## config.mk

```make
export PLATFORM = sky130hd
export DESIGN_NAME = mba_rr
export DESIGN_NICKNAME = d
export VERILOG_FILES = /design/src/rtl/mba_rr.sv
export SDC_FILE = /design/constraint.sdc
export NUM_CORES = 1
export LEC_CHECK = 0
export CAP_MARGIN = 20
export CORE_MARGIN = 2
export CORE_UTILIZATION = 40
export CTS_CLUSTER_SIZE = 28
export DETAILED_ROUTE_END_ITERATION = 10
export HOLD_SLACK_MARGIN = 0.06
export PLACE_DENSITY = 0.57
export REMOVE_ABC_BUFFERS = 1
export SLEW_MARGIN = 20
export SYNTH_ARGS = -nofsm -noshare
export SYNTH_HDL_FRONTEND = slang
export SYNTH_SLANG_ARGS = --single-unit
```

## constraint.sdc

```tcl
create_clock -name clk_166M66 -period 3.3 [get_ports clk_166M66]
set_clock_uncertainty 0.2 [all_clocks]
set_input_delay 0.66 -clock clk_166M66 [delete_from_list [all_inputs] [get_ports clk_166M66]]
set_output_delay 0.66 -clock clk_166M66 [all_outputs]
set_load 0.03 [all_outputs]
```

## src/rtl/mba_rr.sv

```systemverilog
// N-requester memory bus arbiter: fixed-priority or round-robin ownership of one data bus,
// with a bus-idle turnaround on every owner/direction change and a bounded tenure.
module mba_rr #(
   parameter int NUM_REQ    = 4,
   parameter int TURNAROUND = 3,
   parameter int MAX_HOLD   = 16,
   parameter int PRIO_MODE  = 1,
   localparam int OW        = $clog2(NUM_REQ)
) (
   input  logic               clk_166M66,
   input  logic               mcu_sys_rst_n,
   input  logic [NUM_REQ-1:0] i_req,
   input  logic [NUM_REQ-1:0] i_rw,
   output logic [NUM_REQ-1:0] o_grant,
   output logic [OW-1:0]      o_bus_owner,
   output logic               o_data_bus_enable,
   output logic               o_data_bus_rw,
   output logic               o_preempt
);

   localparam int HW = (MAX_HOLD > 1) ? $clog2(MAX_HOLD + 1) : 1;
   localparam int TW = 4;

   typedef enum logic [1:0] {ST_IDLE, ST_GRANT, ST_TURN} state_e;

   // Valid/ready is not used here: a requester holds i_req high until it sees its
   // o_grant bit; a request dropped before grant is lost.

   state_e               state_q, state_d;
   logic [OW-1:0]        owner_q, owner_d;
   logic                 rw_q, rw_d;
   logic [OW-1:0]        rr_ptr_q, rr_ptr_d;
   logic [HW-1:0]        hold_q, hold_d;
   logic [TW-1:0]        turn_q, turn_d;
   logic [NUM_REQ-1:0]   grant_q, grant_d;
   logic                 enable_q, enable_d;
   logic                 preempt_q, preempt_d;

   logic [NUM_REQ-1:0]   others;
   logic [OW-1:0]        win_all, win_oth;
   logic                 any_req, any_other, hold_hit;

   function automatic logic [OW-1:0] next_idx(input logic [OW-1:0] idx);
      if (int'(idx) == NUM_REQ - 1) return '0;
      return idx + 1'b1;
   endfunction

   // Round-robin scans upward from ptr with wrap; fixed priority scans from index 0.
   function automatic logic [OW-1:0] pick(input logic [NUM_REQ-1:0] req,
                                          input logic [OW-1:0]      ptr);
      logic [OW-1:0] win;
      logic [OW-1:0] idx;
      logic          found;
      win   = '0;
      found = 1'b0;
      for (int i = 0; i < NUM_REQ; i++) begin
         idx = (PRIO_MODE != 0) ? OW'((int'(ptr) + i) % NUM_REQ) : OW'(i);
         if (!found && req[idx]) begin
            win   = idx;
            found = 1'b1;
         end
      end
      return win;
   endfunction

   always_comb begin
      state_d   = state_q;
      owner_d   = owner_q;
      rw_d      = rw_q;
      rr_ptr_d  = rr_ptr_q;
      hold_d    = hold_q;
      turn_d    = turn_q;
      preempt_d = 1'b0;

      others    = i_req & ~(NUM_REQ'(1) << owner_q);
      any_req   = |i_req;
      any_other = |others;
      win_all   = pick(i_req, rr_ptr_q);
      win_oth   = pick(others, rr_ptr_q);
      hold_hit  = (MAX_HOLD != 0) && (hold_q == HW'(MAX_HOLD - 1));

      case (state_q)
         ST_IDLE: begin
            if (any_req) begin
               state_d  = ST_GRANT;
               owner_d  = win_all;
               rw_d     = i_rw[win_all];
               rr_ptr_d = next_idx(win_all);
               hold_d   = '0;
            end
         end
         ST_GRANT: begin
            hold_d = (hold_q == HW'(MAX_HOLD)) ? hold_q : hold_q + 1'b1;
            if (!i_req[owner_q]) begin
               if (!any_other) begin
                  state_d = ST_IDLE;
               end else begin
                  state_d = ST_TURN;
                  owner_d = win_oth;
                  rw_d    = i_rw[win_oth];
                  turn_d  = '0;
               end
            end else if (hold_hit && any_other) begin
               state_d   = ST_TURN;
               owner_d   = win_oth;
               rw_d      = i_rw[win_oth];
               turn_d    = '0;
               preempt_d = 1'b1;
            end else if (i_rw[owner_q] != rw_q) begin
               state_d = ST_TURN;
               rw_d    = i_rw[owner_q];
               turn_d  = '0;
            end
         end
         ST_TURN: begin
            // The window length is fixed; new requests only matter at its end.
            if (turn_q == TW'(TURNAROUND - 1)) begin
               if (i_req[owner_q]) begin
                  state_d  = ST_GRANT;
                  rw_d     = i_rw[owner_q];
                  rr_ptr_d = next_idx(owner_q);
                  hold_d   = '0;
               end else if (any_req) begin
                  state_d  = ST_GRANT;
                  owner_d  = win_all;
                  rw_d     = i_rw[win_all];
                  rr_ptr_d = next_idx(win_all);
                  hold_d   = '0;
               end else begin
                  state_d = ST_IDLE;
               end
            end else begin
               turn_d = turn_q + 1'b1;
            end
         end
         default: state_d = ST_IDLE;
      endcase

      enable_d = (state_d == ST_GRANT);
      grant_d  = enable_d ? (NUM_REQ'(1) << owner_d) : '0;
   end

   always_ff @(posedge clk_166M66 or negedge mcu_sys_rst_n) begin
      if (!mcu_sys_rst_n) begin
         state_q   <= ST_IDLE;
         owner_q   <= '0;
         rw_q      <= 1'b0;
         rr_ptr_q  <= '0;
         hold_q    <= '0;
         turn_q    <= '0;
         grant_q   <= '0;
         enable_q  <= 1'b0;
         preempt_q <= 1'b0;
      end else begin
         state_q   <= state_d;
         owner_q   <= owner_d;
         rw_q      <= rw_d;
         rr_ptr_q  <= rr_ptr_d;
         hold_q    <= hold_d;
         turn_q    <= turn_d;
         grant_q   <= grant_d;
         enable_q  <= enable_d;
         preempt_q <= preempt_d;
      end
   end

   assign o_grant           = grant_q;
   assign o_bus_owner       = owner_q;
   assign o_data_bus_enable = enable_q;
   assign o_data_bus_rw     = rw_q;
   assign o_preempt         = preempt_q;

endmodule
```

Word-level counts from Yosys, hierarchy flattened. Index checks and enable logic that the tools add are counted.

Add/sub/neg operators: 7. $lt $le $gt $ge: 7. Equal/unequal tests: 16. Shifts and indexed selects: 2. Mux-type cells: 97. Bitwise logic cells: 2. Reductions and logical operators: 23.

Operators by type and width (number): $mux 2 (29); $mux 1 (40); $bmux 1 s2 (12); $mux 4 (6); $lt 2x3->1 const B (7); $mux 5 (4); $pmux 5 s3 (1); $pmux 2 s3 (2); $reduce_and 4->1 (3); $eq 2x1->1 const B (4); $ne 2x2->1 const B (4); $pmux 4 s2 (1); $reduce_or 4->1 (2); $shl 1x2->4 const A (2); $logic_and 1x1->1 (7); $add 2x1->2 const B (3); $logic_not 1->1 (6); $ne 3x3->1 const B (2); $add 5x1->5 const B (1); $eq 5x4->1 const B (1); $eq 5x5->1 const B (1); $add 2x2->2 const B (2); $add 4x1->4 const B (1); $and 4x4->4 (1); 11 further kinds (12).

Register bits after elaboration: 22. Input port bits: 10. Output and inout port bits: 9. Logic and storage cells: 163.

Depth between registers and ports, before layout.
Word-level depth: 23. Mapped depth: 9.

Worst setup path after synthesis. No wires, ideal clock.

Path type: register to register. Start: register owner_q[0] (netlist: o_bus_owner[0]). End: register rw_q (netlist: o_data_bus_rw). Setup time: 0.090 ns. Arrival time: 2.349 ns. Data required time: 3.010 ns. Slack: 0.661 ns. Stages on the path, launching flop included: 7. Buffers on the path: 0. Period minus slack after synthesis: 2.639 ns. Path through: dfrtp_1 -> mux4_1 -> xnor2_1 -> o221ai_2 -> nand2_2 -> or4b_1 -> o2111ai_1.

Word-level cells in the longest chain between the ends: 20.

RTL lines: start: declaration (line 30) `logic [OW-1:0] owner_q, owner_d;`; start signal: assignment (line 156) `owner_q <= owner_d;`; $shl 1x2->4 (line 75) `others = i_req & ~(NUM_REQ'(1) << owner_q);`; $not 4->4 (line 75); $and 4x4->4 (line 75); $bmux 1 s2 (line 58) `if (!found && req[idx]) begin`; $mux 1 (implied by the code) (line 58); $mux 1 (line 58); $logic_not 1->1 (line 58); $logic_and 1x1->1 (line 58); [... 4 more ...]; $logic_not 1->1 (line 58); $logic_and 1x1->1 (line 58); $mux 2 (line 58); $bmux 1 s2 (line 100, 106); $mux 1 (implied by the code) (line 100, 106); $mux 1, on equally long branches (line 95, 103); $mux 1 (line 94) `if (!i_req[owner_q]) begin`; $pmux 1 s3 (line 82) `case (state_q)`; end signal: assignment (line 157) `rw_q <= rw_d;`; end: declaration (line 31) `logic rw_q, rw_d;`.

Parallel ways exist; a longest one is shown, timed or not. The select of a mux whose other input is x is not followed. A chain may end at the register's enable or synchronous reset.

Worst setup path after layout.
Start: input i_req[1]. End: register grant_q[2] (netlist: o_grant[2]).

Word-level cells in the longest chain between the ends: 18.

RTL lines: start: declaration (line 12) `input logic [NUM_REQ-1:0] i_req,`; $bmux 1 s2 or $and 4x4->4 (tied branches) (line 58, 75); $mux 1 (implied by the code) or $bmux 1 s2 (tied branches) (line 58); $mux 1 (line 58); $logic_not 1->1 or $mux 1 (tied branches) (line 58); $logic_and 1x1->1 or $logic_not 1->1 (tied branches) (line 58); $mux 1 or $logic_and 1x1->1 (tied branches) (line 58); $logic_not 1->1 or $mux 1 (tied branches) (line 58); $logic_and 1x1->1 or $logic_not 1->1 (tied branches) (line 58); [... 4 more ...]; $mux 2, on equally long branches (line 84, 123, 58); $mux 2, on equally long branches (line 118, 103, 95); $mux 2, on equally long branches (line 117, 94); $pmux 2 s3 * (line 82); net owner_d[0] (line 30); $shl 1x2->4 * (line 140) `grant_d = enable_d ? (NUM_REQ'(1) << owner_d) : '0;`; $mux 4 * (line 140); net grant_d[2] (line 35) `logic [NUM_REQ-1:0] grant_q, grant_d;`; end signal: assignment (line 161) `grant_q <= grant_d;`; end: declaration (line 35).

Mark *: on every way through the listed nets, which the timed path passes. The rest lies on a longest branch. The select of a mux whose other input is x is not followed.

==> metrics <==
fin area=between 2000 and 2500 µm²; worst hold path type=reg -> reg; worst-path maximum fanout=7; routed vias=around 1500; Placed Instance Area=2000 µm²; initial antenna violation count=0; crit path from=i_req[1]; Tcrit/Tclk final=0.878; Synth Area per Inst=~9 µm²; Clock Tree Root=clkbuf_8; fmax=around 350 MHz; GRT Resource Usage Total=0.182; status=complete, no violations; measured slew at the worst slew-check pin=0.488 ns; Leak Pwr=0.000893 µW; r2r startpoint=o_bus_owner[0]$_DFF_PN0_; Yosys reg bits=22; max-slew headroom at the worst pin=0.670; Post-CTS Setup Inserts=0; layout cell share with drive strength beyond 1=0.121; final setup violation count=0; # IOs=19; prevailing post-synth register cell=dfrtp_1; post-synthesis cell type count=52; deepest clock path buffer count=2; GRT overflow=0; CP peak stage delay=0.55 ns; clk sinks=22; Worst Hold Launch=hold_q[3]$_DFFE_PN0P_; most frequent cell after synthesis=dfrtp_1; CTS clk-pin slew, worst paths=approximately 0.080 ns; pwr dens=a little over 800 nW/µm²; Routed WL=around 4.1 mm; Commonest cells post-synth=dfrtp_1, inv_1, o21ai_0, nand2_1, ha_1; Post-Synthesis Cells=190; Seq/Total Area, Yosys=0.322; CORE AREA=between 4000 and 5000 µm²; drt pass-1 iters=4; top cell type's share of synthesized area=0.322; CTS Buf Count=3; CP startpoint kind=primary input; DRT iter0 DRCs=88; critical setup path kind=in -> reg; Die Ht=~70 µm; Area contributors post-synth=dfrtp_1, ha_1, o21ai_0, inv_1, nand2_1; Worst Path Buf+Inv=3; Util after Layout=0.503; Final Slew Violations=0; die area=4810 µm²; Max-cap violations=0; worst path arrival time=between 2 and 3 ns; pin count of the biggest net entering global routing=23; Critical Path Slowest Stage Cell=mux4_2; # hold bufs at CTS=0; Total Neg Setup Slack=0 ns; Post-synth ARST share=1.00; RSZ-0062 raised after global routing=no; CTS tree=done; DRC viols=0; Rows=23; Final ANT Viol Nets=0; via density per instance=between 5 and 6; Fin. Hold Viols=0; number of global-route vias before repair=1539; htree depth=1; cell-by-cell trace of the critical path=clkdlybuf4s50_1 -> mux4_2 -> buf_4 -> nor3_1 -> o211ai_1 -> a21oi_1 -> inv_1 -> nor3b_2; Final Wtd Congestion=between 0.9 and 1; Peak VDD IR=0.342 mV; wire per inst=about 15 µm; clk_lat worst skew=~0.27 ns; EDFF count, synth=0; Initial Utilization=0.421; post_cts resized=0; Mapped Area=1710 µm²; Largest delay share family, worst path=buffers and inverters; diodes inserted=0; I/O Buffers=18; Worst EP required=3.29 ns; DIE WIDTH=69.3 µm; # nets final=240; synth-to-layout area growth=19.5%; YS warnings=0; min Tclk post-route=just under 3 ns; nature of the critical path endpoint=register; post-synth top area cell=dfrtp_1; DP HPWL=~3.3 mm; first-pass GRT wire length=about 7.3 mm
==> path summary, 6_finish.rpt <==
path,slack [ns],end,depth (start not counted)
setup reg to reg,0.57,o_data_bus_rw$_DFFE_PN0P_,8
setup / recovery,0.40,o_grant[2]$_DFF_PN0_,8
min in group asynchronous,0.53,rr_ptr_q[0]$_DFFE_PN0P_,2
hold / removal,0.31,hold_q[3]$_DFFE_PN0P_,1
hold reg to reg,0.31,hold_q[3]$_DFFE_PN0P_,1
max in group asynchronous,2.14,o_grant[1]$_DFF_PN0_,2
==> layout by cell type, fill, tap and decap left out, types with 3 or more instances in the layout <==
| cell type | n |
|---|---|
| o2111ai_1 | 3 |
| o211ai_1 | 4 |
| nand2_1 | 16 |
| inv_1 | 17 |
| clkbuf_8 | 3 |
| o21ai_0 | 17 |
| nand2b_1 | 5 |
| nand3_1 | 6 |
| xor2_1 | 3 |
| clkdlybuf4s50_1 | 18 |
| nor2b_1 | 6 |
| o22ai_2 | 3 |
| nand4_1 | 3 |
| mux2i_1 | 4 |
| ha_1 | 13 |
| nor2_1 | 9 |
| dfrtp_1 | 22 |
| buf_4 | 9 |
| a21oi_1 | 11 |
==> layout make-up <==
| cell class | count | area [µm²] |
|---|---|---|
| fill | 373 | 2020 |
| multi-input combinational | 146 | 1070 |
| sequential | 22 | 551 |
| timing repair buffer | 27 | 248 |
| inverter | 17 | 63.8 |
| tap | 50 | 62.6 |
| clock buffer | 3 | 41.3 |
==> cells by family after synthesis <==
kind of cell,share of synthesized area
buf+inv,0.0484
xor+xnor,0.0205
flops,0.322
compound gates,0.223
fa+ha+maj,0.0952
mux,0.0586
simple gates,0.232
==> power breakdown <==
group          internal, µW  switching (µW)  total [µW]
sequential              350            90.2         440
clock                  81.6            86.6         168
combinational           448             640        1090
total                   880             817        1700
==> flip-flops by register name (all words and copies together) (netlist names) <==
register and count:
hold_q 5, rr_ptr_q 2, o_data_bus_rw 1, o_bus_owner 2
o_data_bus_enable 1, state_q 2, o_grant 4, turn_q 4
o_preempt 1
==> routing by layer <==
metal	global-route usage	wire length, µm	up-vias	share of wire
met3	0.0262	145	4	0.036
li1	-	-	750	-
met1	0.249	1900	717	0.47
met4	0.0479	36	0	0.0089
met2	0.301	1970	38	0.49
met5	0	0	-	0
==> through the flow <==
| stage | hold WS, ns | total power (µW) | cells | worst slack, ns |
|---|---|---|---|---|
| 2_1_floorplan | 0.164 | 1200 | 185 | 0.661 |
| 3_3_place_gp | 0.289 | 1530 | 262 | 0.158 |
| 3_5_place_dp | 0.303 | 1530 | 262 | 0.150 |
| 4_1_cts | 0.320 | 1710 | 265 | 0.410 |
| 5_1_grt | 0.350 | 1850 | 265 | 0.255 |
| 6_report | 0.314 | 1700 | 265 | 0.403 |
Note: power is estimated with default switching activity, not from simulation.
==> edit, RTL diff (config.mk and constraints unchanged) <==
Reset style: synchronous (`mcu_sys_rst_n`), changed in one clocked block.
--- a/src/rtl/mba_rr.sv
+++ b/src/rtl/mba_rr.sv
@@ -141,5 +141,5 @@
    end
 
-   always_ff @(posedge clk_166M66 or negedge mcu_sys_rst_n) begin
+   always_ff @(posedge clk_166M66) begin
       if (!mcu_sys_rst_n) begin
          state_q   <= ST_IDLE;
Behaviour: differs if mcu_sys_rst_n is asserted again (counterexample within 4 cycles, from zero or initial values and one cycle with mcu_sys_rst_n low); with mcu_sys_rst_n held inactive, the same outputs for 4 cycles.
==> edit against the original RTL <==
- wire length increased by 10%
- hold slack worse by 0.016 ns
- final area up 7.7%
- sequential share of layout area shrank 6.9 points
- global-route usage shrank 0.098 points
- via count rose by 17%
- synthesized area up 8.9%
- setup slack worse by 0.073 ns
- sequential cell count unchanged
- total power decreased by 0.20%
- count of clock-buffer cells in the layout is 1 higher
- critical path type unchanged
- critical endpoint is now o_data_bus_rw
==> edit: results (changes against the original RTL) <==
[clock_network]
ctsResizeCount = 0  ; unchanged

[worst_setup_path]
reg2reg_depth = 9  ; +1
critPathLaunch = i_req[2]
rrSetupSlack_ns = 0.43  ; -0.14 ns
r2r_end = o_grant[3]
crit_path_end = o_data_bus_rw
timing.rr.start = o_bus_owner[1]
critPathMaxFanout = 9  ; +2

[status]
run_status = finished, final reports clean

[global_route]
grt_start_max_net_pins = 15  ; -35%
grt_pass1_wl_mm = 7.59  ; +4.0%
grt_pass1_vias = 1592  ; +3.4%
track_usage = 0.181  ; -0.000982
antenna_found_initial = 0  ; unchanged

[logic_synthesis]
synthArstFlopShare = 0  ; -1.00
ys_top_cells_by_count = dfxtp_1, nand2_1, nor2_1
yosysSeqAreaShare = 0.237  ; -0.0855
synth_ff_type = dfxtp_1
synth-warning-count = 0  ; unchanged
synth_cell_types = 62  ; +19%

[placement]
dpl.hpwl_mm = 3.47  ; +6.1%
place.gp.congestion = 0.803  ; -18%
dp_cells = 296  ; +13%
pre_cts_ws_ns = 0.0802  ; -0.0698 ns

[worst_hold_path]
hold_depth = 2  ; +1

[power]
peakVddDrop_mv = 0.313  ; -8.4%
cellLeakagePower_nw = 0.858  ; -3.9%

[detailed_routing]
drtIter0Drc = 108  ; +23%
viasPerCell = 5.87  ; +3.1%
vias = 1761  ; +17%
wirelength_mm = 4.48  ; +10%

[sta]
fin_crit_sh = 0.900  ; +0.0221
worst_pin_slew_ns = 0.655  ; +0.166 ns

[cells_and_area]
drive_gt1_frac = 0.109  ; -0.0121
fin_nets = 274  ; +14%

edit: report_power, final:
| part | switching (mW) | internal [mW] |
|---|---|---|
| Sequential | 0.0850 | 0.330 |
| Clock | 0.0867 | 0.106 |
| Combinational | 0.621 | 0.465 |
edit: metrics by stage:
| step | utilization | power, mW | area [sq um] |
|---|---|---|---|
| floorplan | - | 1.18 | 1820 |
| global route | 0.498 | 1.83 | 2200 |
| CTS | 0.498 | 1.70 | 2200 |
| finish | 0.498 | 1.69 | 2200 |
| global placement | 0.485 | 1.51 | 2140 |
| detailed placement | 0.485 | 1.50 | 2140 |
edit: area by class of cell:
cell class	count	area (sq um)	share of cell area
Timing Repair Buffer	28	255	0.116
Sequential cell	22	440	0.200
Inverter	12	45.0	0.0205
Multi-Input combinational cell	182	1340	0.608
Tap cell	52	65.1	0.0296
Clock buffer	4	55.1	0.0251
edit: worst min path at each step:
stage	startpoint	end	slack, ns
after floorplan	turn_q[0]	turn_q[0]	0.27
after global placement	turn_q[0]	turn_q[0]	0.29
after detailed placement	turn_q[0]	turn_q[0]	0.29
after CTS	turn_q[0]	turn_q[0]	0.31
after global routing	turn_q[0]	turn_q[0]	0.34
final	turn_q[0]	turn_q[0]	0.30
edit: critical path, stage by stage:
cell             delay (ns)
clkdlybuf4s50_1        0.54
nor2b_1                0.23
or4b_1                 0.59
nand2_1                0.14
mux2_2                 0.34
a311oi_1               0.29
a31oi_1                0.12
edit: logic make-up after synthesis:
kind of cell | after synthesis | share of synthesized area
DFF | 22 | 0.237
adders and majority gates | 15 | 0.101
buffers and inverters | 20 | 0.0444
and+or+nand+nor | 99 | 0.307
muxes | 9 | 0.0639
xor gates and xnor gates | 3 | 0.0182
AOI/OAI and AO/OA | 56 | 0.229
edit: metal layers:
layer | vias to the layer above | share of wire | track usage
met5 | - | 0 | 0
met2 | 48 | 0.46 | 0.299
met1 | 827 | 0.48 | 0.250
met4 | 0 | 0.0058 | 0.0356
met3 | 2 | 0.049 | 0.0306
li1 | 884 | - | -
